<file path="src/rtl/rv32_decoder_pkg.sv">
// Shared constants and types for the RV32I decode stage: opcodes, ALU and
// branch control encodings, immediate formats and the decoded-bundle struct.
package rv32_decoder_pkg;

  localparam logic [6:0] OPC_OP     = 7'b0110011;
  localparam logic [6:0] OPC_OP_IMM = 7'b0010011;
  localparam logic [6:0] OPC_LOAD   = 7'b0000011;
  localparam logic [6:0] OPC_STORE  = 7'b0100011;
  localparam logic [6:0] OPC_BRANCH = 7'b1100011;
  localparam logic [6:0] OPC_LUI    = 7'b0110111;
  localparam logic [6:0] OPC_AUIPC  = 7'b0010111;
  localparam logic [6:0] OPC_JAL    = 7'b1101111;
  localparam logic [6:0] OPC_JALR   = 7'b1100111;

  localparam logic [3:0] ALU_ADD  = 4'b0000;
  localparam logic [3:0] ALU_SLL  = 4'b0001;
  localparam logic [3:0] ALU_SLT  = 4'b0010;
  localparam logic [3:0] ALU_SLTU = 4'b0011;
  localparam logic [3:0] ALU_XOR  = 4'b0100;
  localparam logic [3:0] ALU_SRL  = 4'b0101;
  localparam logic [3:0] ALU_OR   = 4'b0110;
  localparam logic [3:0] ALU_AND  = 4'b0111;
  localparam logic [3:0] ALU_SUB  = 4'b1000;
  localparam logic [3:0] ALU_SRA  = 4'b1101;

  localparam logic [2:0] BR_NONE = 3'b000;
  localparam logic [2:0] BR_BEQ  = 3'b001;
  localparam logic [2:0] BR_BNE  = 3'b010;
  localparam logic [2:0] BR_BLT  = 3'b011;
  localparam logic [2:0] BR_BGE  = 3'b100;
  localparam logic [2:0] BR_BLTU = 3'b101;
  localparam logic [2:0] BR_BGEU = 3'b110;

  localparam logic [6:0] F7_BASE = 7'b0000000;
  localparam logic [6:0] F7_ALT  = 7'b0100000;

  typedef enum logic [2:0] {
    IMM_I, IMM_S, IMM_B, IMM_U, IMM_J
  } imm_fmt_e;

  // One decoded instruction; all-zero is the NOP encoding.
  typedef struct packed {
    logic [4:0]  rs1;
    logic [4:0]  rs2;
    logic [4:0]  rd;
    logic [3:0]  alu_ctrl;
    logic        w_en;
    logic [31:0] imm;
    logic        op1_sel;
    logic [2:0]  branch_ctrl;
    logic [31:0] jump_offset;
    logic        jump_en;
    logic        jump_reg;
  } dec_t;

endpackage

</file>
<file path="src/rtl/rv32_imm_gen.sv">
// Combinational immediate extraction; every format sign-extends from inst[31].
module rv32_imm_gen
  import rv32_decoder_pkg::*;
#(
  parameter int XLEN = 32
) (
  input  logic [31:0]     inst,
  input  imm_fmt_e        fmt,
  output logic [XLEN-1:0] imm
);

  // Reassemble the immediate bits scattered across the instruction word.
  always_comb begin
    imm = '0;
    case (fmt)
      IMM_I: imm = {{20{inst[31]}}, inst[31:20]};
      IMM_S: imm = {{20{inst[31]}}, inst[31:25], inst[11:7]};
      IMM_B: imm = {{19{inst[31]}}, inst[31], inst[7], inst[30:25], inst[11:8], 1'b0};
      IMM_U: imm = {inst[31:12], 12'b0};
      IMM_J: imm = {{11{inst[31]}}, inst[31], inst[19:12], inst[20], inst[30:21], 1'b0};
      default: imm = '0;
    endcase
  end

endmodule

</file>
<file path="src/rtl/rv32_decoder.sv">
// Registered RV32I decode stage (one cycle latency, en = capture, rst wins).
// Optional: define DECODER_ILLEGAL_INST_EN to add a registered 'illegal' flag
// for unsupported opcodes/funct fields; otherwise such words decode as NOP.
module rv32_decoder
  import rv32_decoder_pkg::*;
#(
  parameter int XLEN = 32
) (
  input  logic            clk,
  input  logic            rst,
  input  logic            en,
  input  logic [31:0]     inst,
  output logic [4:0]      rs1,
  output logic [4:0]      rs2,
  output logic [4:0]      rd,
  output logic [3:0]      alu_ctrl,
  output logic            w_en,
  output logic [XLEN-1:0] imm,
  output logic            op1_sel,
  output logic [2:0]      branch_ctrl,
  output logic [XLEN-1:0] jump_offset,
  output logic            jump_en,
`ifdef DECODER_ILLEGAL_INST_EN
  output logic            illegal,
`endif
  output logic            jump_reg
);

  logic [6:0] opcode, funct7;
  logic [2:0] funct3;
  logic [4:0] f_rs1, f_rs2, f_rd;
  imm_fmt_e   fmt;
  logic [31:0] gen_imm;
  logic       legal;
  dec_t       dec_d, dec_q;

  assign opcode = inst[6:0];
  assign funct3 = inst[14:12];
  assign funct7 = inst[31:25];
  assign f_rs1  = inst[19:15];
  assign f_rs2  = inst[24:20];
  assign f_rd   = inst[11:7];

  // Immediate format depends only on the opcode; JAL/JALR route theirs to jump_offset.
  always_comb begin
    fmt = IMM_I;
    case (opcode)
      OPC_STORE:           fmt = IMM_S;
      OPC_BRANCH:          fmt = IMM_B;
      OPC_LUI, OPC_AUIPC:  fmt = IMM_U;
      OPC_JAL:             fmt = IMM_J;
      default:             fmt = IMM_I;
    endcase
  end

  rv32_imm_gen #(.XLEN(32)) u_imm_gen (
    .inst (inst),
    .fmt  (fmt),
    .imm  (gen_imm)
  );

  // Decode into a bundle; anything not recognised collapses to all-zero (NOP).
  always_comb begin
    dec_d = '0;
    legal = 1'b0;
    case (opcode)
      OPC_OP: begin
        if (funct7 == F7_BASE ||
            (funct7 == F7_ALT && (funct3 == 3'b000 || funct3 == 3'b101))) begin
          legal          = 1'b1;
          dec_d.rs1      = f_rs1;
          dec_d.rs2      = f_rs2;
          dec_d.rd       = f_rd;
          dec_d.alu_ctrl = {inst[30], funct3};
          dec_d.w_en     = 1'b1;
        end
      end
      OPC_OP_IMM: begin
        dec_d.rs1  = f_rs1;
        dec_d.rd   = f_rd;
        dec_d.w_en = 1'b1;
        if (funct3 == 3'b001 || funct3 == 3'b101) begin
          // Shifts: funct7 selects SRL/SRA; only SRx may use the alternate form.
          legal          = (funct7 == F7_BASE) || (funct3 == 3'b101 && funct7 == F7_ALT);
          dec_d.alu_ctrl = {inst[30], funct3};
          dec_d.imm      = {27'b0, inst[24:20]};
        end else begin
          legal          = 1'b1;
          dec_d.alu_ctrl = {1'b0, funct3};
          dec_d.imm      = gen_imm;
        end
      end
      OPC_LOAD: begin
        legal          = (funct3 != 3'b011) && (funct3 != 3'b110) && (funct3 != 3'b111);
        dec_d.rs1      = f_rs1;
        dec_d.rd       = f_rd;
        dec_d.alu_ctrl = ALU_ADD;
        dec_d.w_en     = 1'b1;
        dec_d.imm      = gen_imm;
      end
      OPC_STORE: begin
        legal          = (funct3 == 3'b000) || (funct3 == 3'b001) || (funct3 == 3'b010);
        dec_d.rs1      = f_rs1;
        dec_d.rs2      = f_rs2;
        dec_d.alu_ctrl = ALU_ADD;
        dec_d.imm      = gen_imm;
      end
      OPC_BRANCH: begin
        legal          = (funct3 != 3'b010) && (funct3 != 3'b011);
        dec_d.rs1      = f_rs1;
        dec_d.rs2      = f_rs2;
        dec_d.alu_ctrl = ALU_SUB;
        dec_d.imm      = gen_imm;
        case (funct3)
          3'b000:  dec_d.branch_ctrl = BR_BEQ;
          3'b001:  dec_d.branch_ctrl = BR_BNE;
          3'b100:  dec_d.branch_ctrl = BR_BLT;
          3'b101:  dec_d.branch_ctrl = BR_BGE;
          3'b110:  dec_d.branch_ctrl = BR_BLTU;
          3'b111:  dec_d.branch_ctrl = BR_BGEU;
          default: dec_d.branch_ctrl = BR_NONE;
        endcase
      end
      OPC_LUI, OPC_AUIPC: begin
        legal          = 1'b1;
        dec_d.rd       = f_rd;
        dec_d.alu_ctrl = ALU_ADD;
        dec_d.w_en     = 1'b1;
        dec_d.imm      = gen_imm;
        dec_d.op1_sel  = (opcode == OPC_AUIPC);
      end
      OPC_JAL, OPC_JALR: begin
        // Link value is PC+4 through the ALU; the target offset goes separately.
        legal             = (opcode == OPC_JAL) || (funct3 == 3'b000);
        dec_d.rs1         = (opcode == OPC_JALR) ? f_rs1 : 5'd0;
        dec_d.rd          = f_rd;
        dec_d.alu_ctrl    = ALU_ADD;
        dec_d.w_en        = 1'b1;
        dec_d.op1_sel     = 1'b1;
        dec_d.imm         = 32'd4;
        dec_d.jump_en     = 1'b1;
        dec_d.jump_reg    = (opcode == OPC_JALR);
        dec_d.jump_offset = gen_imm;
      end
      default: legal = 1'b0;
    endcase
    if (!legal) dec_d = '0;
  end

  // Pipeline register: reset beats enable, enable low holds.
  always_ff @(posedge clk) begin
    if (rst)     dec_q <= '0;
    else if (en) dec_q <= dec_d;
  end

`ifdef DECODER_ILLEGAL_INST_EN
  // Illegal flag tracks the same capture/hold/reset behaviour as the bundle.
  always_ff @(posedge clk) begin
    if (rst)     illegal <= 1'b0;
    else if (en) illegal <= ~legal;
  end
`endif

  assign rs1         = dec_q.rs1;
  assign rs2         = dec_q.rs2;
  assign rd          = dec_q.rd;
  assign alu_ctrl    = dec_q.alu_ctrl;
  assign w_en        = dec_q.w_en;
  assign imm         = dec_q.imm;
  assign op1_sel     = dec_q.op1_sel;
  assign branch_ctrl = dec_q.branch_ctrl;
  assign jump_offset = dec_q.jump_offset;
  assign jump_en     = dec_q.jump_en;
  assign jump_reg    = dec_q.jump_reg;

endmodule

</file>
<file path="config.mk">
export PLATFORM = sky130hd
export DESIGN_NAME = rv32_decoder
export DESIGN_NICKNAME = d
export VERILOG_FILES = /design/src/rtl/rv32_decoder_pkg.sv /design/src/rtl/rv32_imm_gen.sv /design/src/rtl/rv32_decoder.sv
export SDC_FILE = /design/constraint.sdc
export NUM_CORES = 1
export LEC_CHECK = 0
export CAP_MARGIN = 30
export CORE_MARGIN = 2
export CORE_UTILIZATION = 41
export CTS_CLUSTER_SIZE = 8
export DETAILED_ROUTE_END_ITERATION = 12
export MAX_ROUTING_LAYER = met4
export PLACE_DENSITY = 0.76
export SLEW_MARGIN = 20
export SYNTH_ARGS = -nofsm -noshare
export SYNTH_HDL_FRONTEND = slang
export SYNTH_SLANG_ARGS = --single-unit
</file>
<file path="constraint.sdc">
create_clock -name clk -period 2.2 [get_ports clk]
set_input_delay 0.33 -clock clk [delete_from_list [all_inputs] [get_ports clk]]
set_output_delay 0.33 -clock clk [all_outputs]
set_load 0.02 [all_outputs]
</file>
Yosys cells after proc, flatten, opt, wreduce, memory -nomap -nowiden
Index checks and enable logic that the tools add are counted.

storage, ports and cells
  flip-flop bits (word level) = 90
  input bits = 35
  output and inout port bits = 90
  logic and storage cells = 76

cells by class
  equality and inequality tests = 24
  muxes and demuxes = 20
  reduce and logical (&&, ||, !) cells = 21

operators by type and width
  kind                                                  count
  case mux 32 bit (5 select lines)                      1
  case mux 32 bit (3 select lines)                      1
  two-way mux 90 bit                                    1
  two-way mux 34 bit                                    1
  two-way mux 32 bit                                    1
  equality test 7 x 6 -> 1 bit (second input constant)  4
  equality test 7 bit (second input constant)           3
  two-way mux 20 bit                                    1
  case mux 5 bit (2 select lines)                       2
  case mux 3 bit (6 select lines)                       1
  equality test 3 bit (second input constant)           5
  case mux 5 bit (3 select lines)                       1
  equality test 7 x 5 -> 1 bit (second input constant)  2
  case mux 3 bit (4 select lines)                       1
  case mux 4 bit (3 select lines)                       1
  equality test 3 x 2 -> 1 bit (second input constant)  3
  equality test 7 x 2 -> 1 bit (second input constant)  1
  logical NOT 7 bit                                     1
  logical OR 1 bit                                      7
  case mux 1 bit (7 select lines)                       1
  equality test 3 x 1 -> 1 bit (second input constant)  2
  logical NOT 3 bit                                     2
  != test 3 x 2 -> 1 bit (second input constant)        2
  != test 3 bit (second input constant)                 2
  other kinds (10)                                      18

Longest topological paths before layout
Gate-level depths: netlist (run 1).

  depth after elaboration = 8
  depth in mapped cells = 10
  gate-level depth less buffers = 7

Modules after synthesis
From an unflattened synthesis (run 1), not the netlist that was laid out.

unflattened totals
  cells, all modules = 551
  area, all modules = 4458.0 um^2

by module, submodules not included
  module        instances  cells each  area an instance (um^2)  seq. area each (um^2)
  rv32_decoder  1          457         3917.5                   1801.7
  rv32_imm_gen  1          94          540.5                    0.0

Least setup slack after synthesis (run 1)
OpenSTA, ideal clock, no wires.

  kind = in2reg
  from = in inst[27]
  to = reg dec_q, in the netlist jump_offset[21]
  setup time = 0.058 ns
  arrival time = 2.216 ns
  data required time = 2.142 ns
  slack = -0.074 ns
  cell stages on the path = 8
  path buffers = 1
  cells stage by stage = or4_1 nor3_2 and4_1 o21ai_2 and3_4 or4_4 buf_6 nand2_1

between the ends
  word-level cells in the longest chain between the ends = 6
  elaborated cells on any way between the ends = 10
  classes of those cells = eq/ne (1); mux (4); reduce/logical (5)

ends and longest elaborated chain
  what                                  line                                    RTL
  start: declaration                    rv32_decoder.sv:12                      input logic [31:0] inst,
  equality test 7 x 6 -> 1 bit          rv32_decoder.sv:69, rv32_decoder.sv:84
  logical AND 1 bit (on tied branches)  rv32_decoder.sv:84, rv32_decoder.sv:69
  logical OR 1 bit (on tied branches)   rv32_decoder.sv:84, rv32_decoder.sv:68
  two-way mux 1 bit (on tied branches)  rv32_decoder.sv:82, rv32_decoder.sv:68
  case mux 1 bit (7 select lines) *     rv32_decoder.sv:66                      case (opcode)
  two-way mux 90 bit *                  rv32_decoder.sv:147                     if (!legal) dec_d = '0;
  end signal: assignment                rv32_decoder.sv:152                     if (rst) dec_q <= '0;
  end signal: assignment                rv32_decoder.sv:153                     else if (en) dec_q <= dec_d;
  end: declaration                      rv32_decoder.sv:35                      dec_t dec_d, dec_q;

Every way passes the cells marked *; elsewhere a longest branch is shown, timed or not.
A chain may end at the register's enable or synchronous reset.

Worst setup path after layout (run 1)
  from = in inst[13]
  to = reg dec_q, in the netlist rd[2]

between the ends
  word-level cells in the longest chain between the ends = 7
  elaborated cells on any way between the ends = 26
  classes of those cells = eq/ne (7); mux (6); reduce/logical (13)

ends and longest elaborated chain
  what                                                                                line                 RTL
  equality test 3 bit or logical NOT 3 bit (tied branches)                            n/a
  logical OR 1 bit                                                                    rv32_decoder.sv:69   (funct7 == F7_ALT && (funct3 == 3'b000 || funct3 == 3'b101))) begin
  logical AND 1 bit                                                                   rv32_decoder.sv:69
  logical OR 1 bit                                                                    rv32_decoder.sv:68   if (funct7 == F7_BASE ||
  two-way mux 1 bit or two-way mux 20 bit (tied branches)                             rv32_decoder.sv:68
  case mux 1 bit (7 select lines) or case mux 5 bit (2 select lines) (tied branches)  rv32_decoder.sv:66
  two-way mux 90 bit *                                                                rv32_decoder.sv:147

Marks and branches as above.

==> summary.txt, run 1 <==
CTS
  • Clock sinks: 90
  • Clock Tree Root: clkbuf_8
  • CTS tree: yes
  • Num CTS Buffers: 9
  • CTS Hold Buffers Added: 0
  • Clk_lat worst skew: 0.36 ns
  • CTS clk-pin slew, worst paths: 0.09 ns
  • Clock Path Buffers: 2
  • CTS H-tree lvls: 3

Floorplanning
  • Row cnt: 34
  • Die X: 98.5 µm
  • Chip Height: 98.5 µm
  • Die area: 9710 µm²
  • IO Count: 125
  • Initial Util: 42.2%
  • Core Area: 8680 µm²

Logic synthesis
  • Post-Synthesis Cell Area: 3660 µm²
  • Count of cell types in the netlist: 50
  • FF+latch count, synth: 90
  • Synth area leader: dfxtp_1
  • Number of synthesized flops with an enable pin: 0
  • Syn_area_per_cell: between 8 and 9 µm²
  • Ranking of synthesized cells by area: dfxtp_1 (49%), nand2_1 (5.8%), a21oi_1 (5.2%), a2bb2oi_1 (4.8%), a22o_1 (4.3%)
  • Synth top area share: 49.2%
  • Most frequent cell after synthesis: dfxtp_1
  • Ys async rst share: 0%
  • Syn Inst Count: 419
  • Syn_nets: 454
  • Number of synthesis warnings: 0
  • Most common library cells after synthesis: dfxtp_1 (90), nand2_1 (57), nor2_1 (41)
  • Top_reg_cell synth: dfxtp_1
  • Seq/Total Area, Yosys: 49.2%

Placed design
  • Gpl congestion: 0.895
  • IO Port Bufs: 124
  • Inst Count DP: 690
  • Dpl hpwl: 9.27 mm
  • DP Worst Slack: -0.532 ns
  • DP Area: 5480 µm²

Timing
  • Post-layout min period: approximately 2.1 ns
  • Worst Setup Slack, final: 0.0966 ns
  • Final hold vios: 0
  • Fmax: about 480 MHz
  • Worst Tran Pin Value: 0.482 ns
  • Final setup viols: 0
  • Tcrit/Tclk final: between 90% and 100%
  • Clock Skew: 0 ns
  • Rel. slew slack: 67.7%
  • Max-slew violations: 0

Critical path
  • CP Buf/Inv Count: 4
  • FF-to-FF setup slack: 1.36 ns
  • Worst Path Class, Setup: in -> reg
  • Crit path DAT: 2.36 ns
  • Crit. End Element: register
  • CP max-delay cell: clkdlybuf4s50_1
  • Startpoint Class: input port
  • Most Frequent Cell on Critical Path: buf_4
  • Crit Path Max Fanout: 9
  • Required arrival time at the worst endpoint: ~2.5 ns
  • CP Cell Sequence: clkdlybuf4s50_1, buf_4, nor2_1, o21ai_1, buf_4, a21o_1, a21oi_2, o32ai_1, a21oi_1, buf_4, a22o_1
  • Worst path max stage delay: 0.49 ns
  • Cell family with most CP delay: buffers and inverters

GRT
  • Grt total ovfl: 0
  • GR Util All Layers: about a quarter
  • Largest net degree at the start of global routing: 48
  • First-pass GRT wire length: 19.5 mm
  • Vias in the first global route: 3933
  • Antenna violations before repair: 0

Route
  • Routed WL: 12.4 mm
  • First-pass DRT Iterations: 5
  • ANT nets after route: 0
  • Vias/cell: 5.57
  • DRC violation count after routing: 0
  • DR vias: between 3000 and 4000
  • Routed len/inst: 17.4 µm
  • DRT iter0 DRCs: 146

Final layout
  • Nets: 633
  • # diodes: 0
  • Layout Cells excl Fill: between 700 and 800
  • Area Overhead vs Synth: 61.0%
  • Layout cell share with drive strength beyond 1: between 20 and 25%
  • Fin area: between 5000 and 6000 µm²

Pwr
  • Leak pwr: 2.38 nW
  • VDD IR max: 0.000283 V
  • Pwr Density: 533 nW/µm²

Run status
  • Status: completed

Worst hold path
  • Worst min path class: in -> reg

Run
  • Max-cap viol count: 0
==> metrics by stage <==
stage / util (%) / setup TNS (ns) / power [mW] / hold slack, ns
after global placement: 63.1 / -34.69 / 2.02 / 0.428
after CTS: 66.2 / 0 / 3.13 / 0.449
after detailed placement: 63.1 / -37.61 / 2.02 / 0.438
after global routing: 68.0 / -0.0206 / 3.25 / 0.443
after floorplan: - / -0.337 / 1.82 / 0.456
final: 68.0 / 0 / 3.15 / 0.425
==> timing repair <==
action | in CTS | in global routing
pin swaps | 8 | 13
buffers inserted | 0 | 3
gates cloned | 2 | 0
endpoints found under the setup margin | 74 | 69
gates resized for setup | 20 | 32
==> per-layer routing <==
| metal | GRT usage (%) | share of wire (%) | vias up |
|---|---|---|---|
| met5 | - | 0 | - |
| met4 | 11.0 | 2.4 | 0 |
| met3 | 3.69 | 6.0 | 26 |
| met2 | 41.2 | 48 | 162 |
| met1 | 32.9 | 44 | 1905 |
| li1 | - | - | 1861 |
==> final cells by class <==
class	count	area [µm²]
fill	740	2780
multi-input combinational	292	1870
timing repair buffer	201	1870
sequential	90	1800
tap	108	135
clock buffer	9	124
clock inverter	6	73.8
inverter	4	15.0
==> kinds of logic after synthesis <==
| kind of cell | share of synthesized area (%) |
|---|---|
| AO/OA/AOI/OAI | 24.7 |
| XOR/XNOR | 0.239 |
| buffers and inverters | 4.30 |
| flip-flops | 49.2 |
| multiplexers | 2.19 |
| AND/OR/NAND/NOR | 19.4 |
==> where the power goes <==
group          switching [mW]  internal (mW)
sequential            0.00333           1.63
combinational           0.198          0.175
clock                   0.602          0.534
total                   0.803           2.34
==> final timing paths <==
| kind | cells past startpoint | endpoint | start |
|---|---|---|---|
| max | 11 | rd[2]$_SDFFE_PP0P_ | inst[13] |
| min | 3 | imm[9]$_SDFFE_PP0P_ | inst[29] |
| max reg2reg | 3 | imm[3]$_SDFFE_PP0P_ | imm[3]$_SDFFE_PP0P_ |
| min reg2reg | 2 | jump_offset[22]$_SDFFE_PP0P_ | jump_offset[22]$_SDFFE_PP0P_ |
==> worst min-delay path: stages <==
cell             delay (ns)
clkdlybuf4s15_1        0.19
buf_4                  0.12
a22o_1                 0.11
==> cell usage in the layout (no fill, tap or decap), types with 7 or more instances in the layout <==
cell,count
clkbuf_8,9
dfxtp_1,90
nand2b_1,7
buf_4,68
buf_6,7
nand4_1,8
mux2i_1,8
nand2_1,57
a22o_1,18
nor2_1,37
o21ai_0,21
nand3_1,9
a21oi_1,35
a2bb2oi_1,20
clkdlybuf4s50_1,116
Note: power is estimated with default switching activity, not from simulation.
==> run 2, diff against run 1 <==
CORE_ASPECT_RATIO = 0.7   (was unset)
==> run 2 against run 1 <==
Clock skew stayed put. Largest power group is now the clock network. Routed wire length is 9.2% higher. Hold slack worse by 0.077 ns.
==> summary.txt, run 2 (same netlist as run 1, synthesis figures left out) <==
Run status
  • Status: completed (unchanged)

Pwr
  • Pwr Density: 629 nW/µm² (was 533 nW/µm²)
  • VDD IR max: 0.000443 V (was 0.000283 V)
  • Total power: 3.78 mW (was 3.15 mW)
  • Leak pwr: 2.45 nW (was 2.38 nW)

GRT
  • First-pass GRT wire length: 20.9 mm (was 19.5 mm)
  • Vias in the first global route: 3944 (was 3933)
  • Antenna violations before repair: 0 (unchanged)
  • Largest net degree at the start of global routing: 29 (was 48)
  • GR Util All Layers: 28.5% (was 25.8%)
  • Grt total ovfl: 0 (unchanged)

Floorplanning
  • Core Area: 8550 µm² (was 8680 µm²)
  • Initial Util: 42.9% (was 42.2%)
  • Chip Height: 83.1 µm (was 98.5 µm)
  • IO Count: 125 (unchanged)
  • Die X: 117 µm (was 98.5 µm)
  • Die area: 9720 µm² (was 9710 µm²)
  • Row cnt: 28 (was 34)

Final layout
  • Area Overhead vs Synth: 64.1% (was 61.0%)
  • Nets: 627 (was 633)
  • Layout Cells excl Fill: 717 (was 710)
  • # diodes: 0 (unchanged)
  • Most frequent cells in the layout: clkdlybuf4s50_1 (112), dfxtp_1 (90), buf_4 (61) (was clkdlybuf4s50_1 (116), dfxtp_1 (90), buf_4 (68))
  • Filler Cells Inserted: 699 (was 740)
  • Layout cell share with drive strength beyond 1: 19.8% (was 20.6%)
  • Finished Core Util: 70.3% (was 68.0%)
  • Most common cell after layout, fill and taps aside: clkdlybuf4s50_1 (unchanged)

Worst hold path
  • Hold depth: 3 (unchanged)
  • Hold Path End: imm[7]$_SDFFE_PP0P_ (was imm[9]$_SDFFE_PP0P_)
  • Worst min path class: in -> reg (unchanged)
  • Worst hold start: inst[27] (was inst[29])

CTS
  • Clock sinks: 90 (unchanged)
  • Clock Path Buffers: 2 (unchanged)
  • CTS clk-pin slew, worst paths: 0.07 ns (was 0.09 ns)
  • Num CTS Buffers: 9 (unchanged)
  • CTS H-tree lvls: 3 (unchanged)
  • Clk_lat worst skew: 0.34 ns (was 0.36 ns)
  • CTS tree: yes (unchanged)
  • CTS Hold Buffers Added: 0 (unchanged)
  • Clock Tree Root: clkbuf_16 (was clkbuf_8)

Critical path
  • Crit path from: inst[13] (unchanged)
  • CP Buf/Inv Count: 3 (was 4)
  • Crit Path Max Fanout: 8 (was 9)
  • Required arrival time at the worst endpoint: 2.49 ns (was 2.45 ns)
  • FF-to-FF setup slack: 1.36 ns (about the same)
  • Reg-to-reg endpoint: imm[4]$_SDFFE_PP0P_ (was imm[3]$_SDFFE_PP0P_)
  • Worst path max stage delay: 0.42 ns (was 0.49 ns)
  • Levels on crit path: 10 (was 11)
  • Crit. End Element: register (unchanged)
  • CP Cell Sequence: clkdlybuf4s50_1, buf_4, o22ai_1, nand2b_1, a21oi_2, o21ai_4, and3_4, buf_6, nor3_4, a22o_1 (was clkdlybuf4s50_1, buf_4, nor2_1, o21ai_1, buf_4, a21o_1, a21oi_2, o32ai_1, a21oi_1, buf_4, a22o_1)
  • Worst Path Class, Setup: in -> reg (unchanged)
  • CP max-delay cell: clkdlybuf4s50_1 (unchanged)
  • R2R depth: 3 (unchanged)
  • Crit path DAT: 2.43 ns (was 2.36 ns)
  • Cell family with most CP delay: buffers and inverters (unchanged)
  • Startpoint Class: input port (unchanged)
  • RR Startpoint: imm[4]$_SDFFE_PP0P_ (was imm[3]$_SDFFE_PP0P_)

Route
  • Routed len/inst: 18.8 µm (was 17.4 µm)
  • Vias/cell: 5.63 (was 5.57)
  • First-pass DRT Iterations: 5 (unchanged)
  • DR vias: 4036 (was 3954)
  • Routed WL: 13.5 mm (was 12.4 mm)
  • DRT iter0 DRCs: 313 (was 146)
  • DRC violation count after routing: 0 (unchanged)
  • ANT nets after route: 0 (unchanged)

Placed design
  • Gpl congestion: 0.945 (was 0.895)
  • Inst Count DP: 695 (was 690)
  • Dpl hpwl: 9.53 mm (was 9.27 mm)
  • IO Port Bufs: 124 (unchanged)

Timing
  • Final setup viols: 0 (unchanged)
  • Clock Skew: 0 ns (unchanged)
  • Tcrit/Tclk final: 97.4% (was 95.6%)
  • Rel. slew slack: 51.0% (was 67.7%)
  • Hold Slack: 0.348 ns (was 0.425 ns)
  • Fmax: 467 MHz (was 475 MHz)
  • Sum Neg Setup Slack: 0 ns (unchanged)
  • RSZ-0062 raised after global routing: no
  • Post-layout min period: 2.14 ns (was 2.10 ns)
  • Max-slew violations: 0 (unchanged)
  • Final hold vios: 0 (unchanged)
  • Worst Tran Pin Value: 0.733 ns (was 0.482 ns)

Run
  • Max-cap viol count: 0 (unchanged)
[run 2: cell types whose count changed in the layout (fill, tap and decap cells not counted), sizes merged, moves of 2 or more]
cell / delta
buf: -9
clkdlybuf4s50: -4
clkinv: +4
dlymetal6s2s: +4
a311o: +3
inv: -3
bufinv: +2
clkbuf: +2
clkinvlp: -2
[run 2: repair_timing]
item,4_1_cts,5_1_grt
gates resized for setup,26,30
hold endpoints to repair,0,0
endpoints found under the setup margin,78,83
setup buffers,0,3
pin swaps,12,16
cloned,3,1
[run 2: worst max path at each step]
stage          slack, ns                      endpoint
2_1_floorplan      -0.03  jump_offset[21]$_SDFFE_PP0P_
3_3_place_gp       -0.55           imm[3]$_SDFFE_PP0P_
3_5_place_dp       -0.62           imm[4]$_SDFFE_PP0P_
4_1_cts            0.005           imm[2]$_SDFFE_PP0P_
5_1_grt             0.01           imm[7]$_SDFFE_PP0P_
6_report            0.06           imm[8]$_SDFFE_PP0P_
[run 2: area by class of cell]
type	instances	area, µm²	area share (%)
sequential	90	1800	30.0
multi-input combinational	295	1910	31.8
clock buffer	9	225	3.75
tap	120	150	2.50
inverter	4	15.0	0.250
timing repair buffer	192	1790	29.7
clock inverter	7	118	1.96
[run 2: per-layer routing]
layer	routed length, µm	share of wire, %	vias up	global-route usage (%)
met5	0	0	-	-
met4	195	1.4	0	6.31
met3	1260	9.3	23	7.96
met2	5870	44	229	42.2
met1	6180	46	1914	39.0
li1	-	-	1870	-
[run 2: metrics by stage]
stage	setup slack (ns)	instance area (µm²)
finish	0.0573	6010
global route	0.0120	6010
CTS	0.00456	5900
detailed placement	-0.625	5440
global placement	-0.554	5420
floorplan	-0.0337	3670
[run 2: power breakdown]
part	switching (mW)	internal [mW]
combinational	0.208	0.168
sequential	0.00340	1.63
clock	0.657	1.11
[run 2: worst reg2reg max path, stage by stage (launching register included)]
cell     delay (ns)
dfxtp_1        0.32
a22oi_1        0.18
o21ai_0        0.10
nor2b_1        0.14
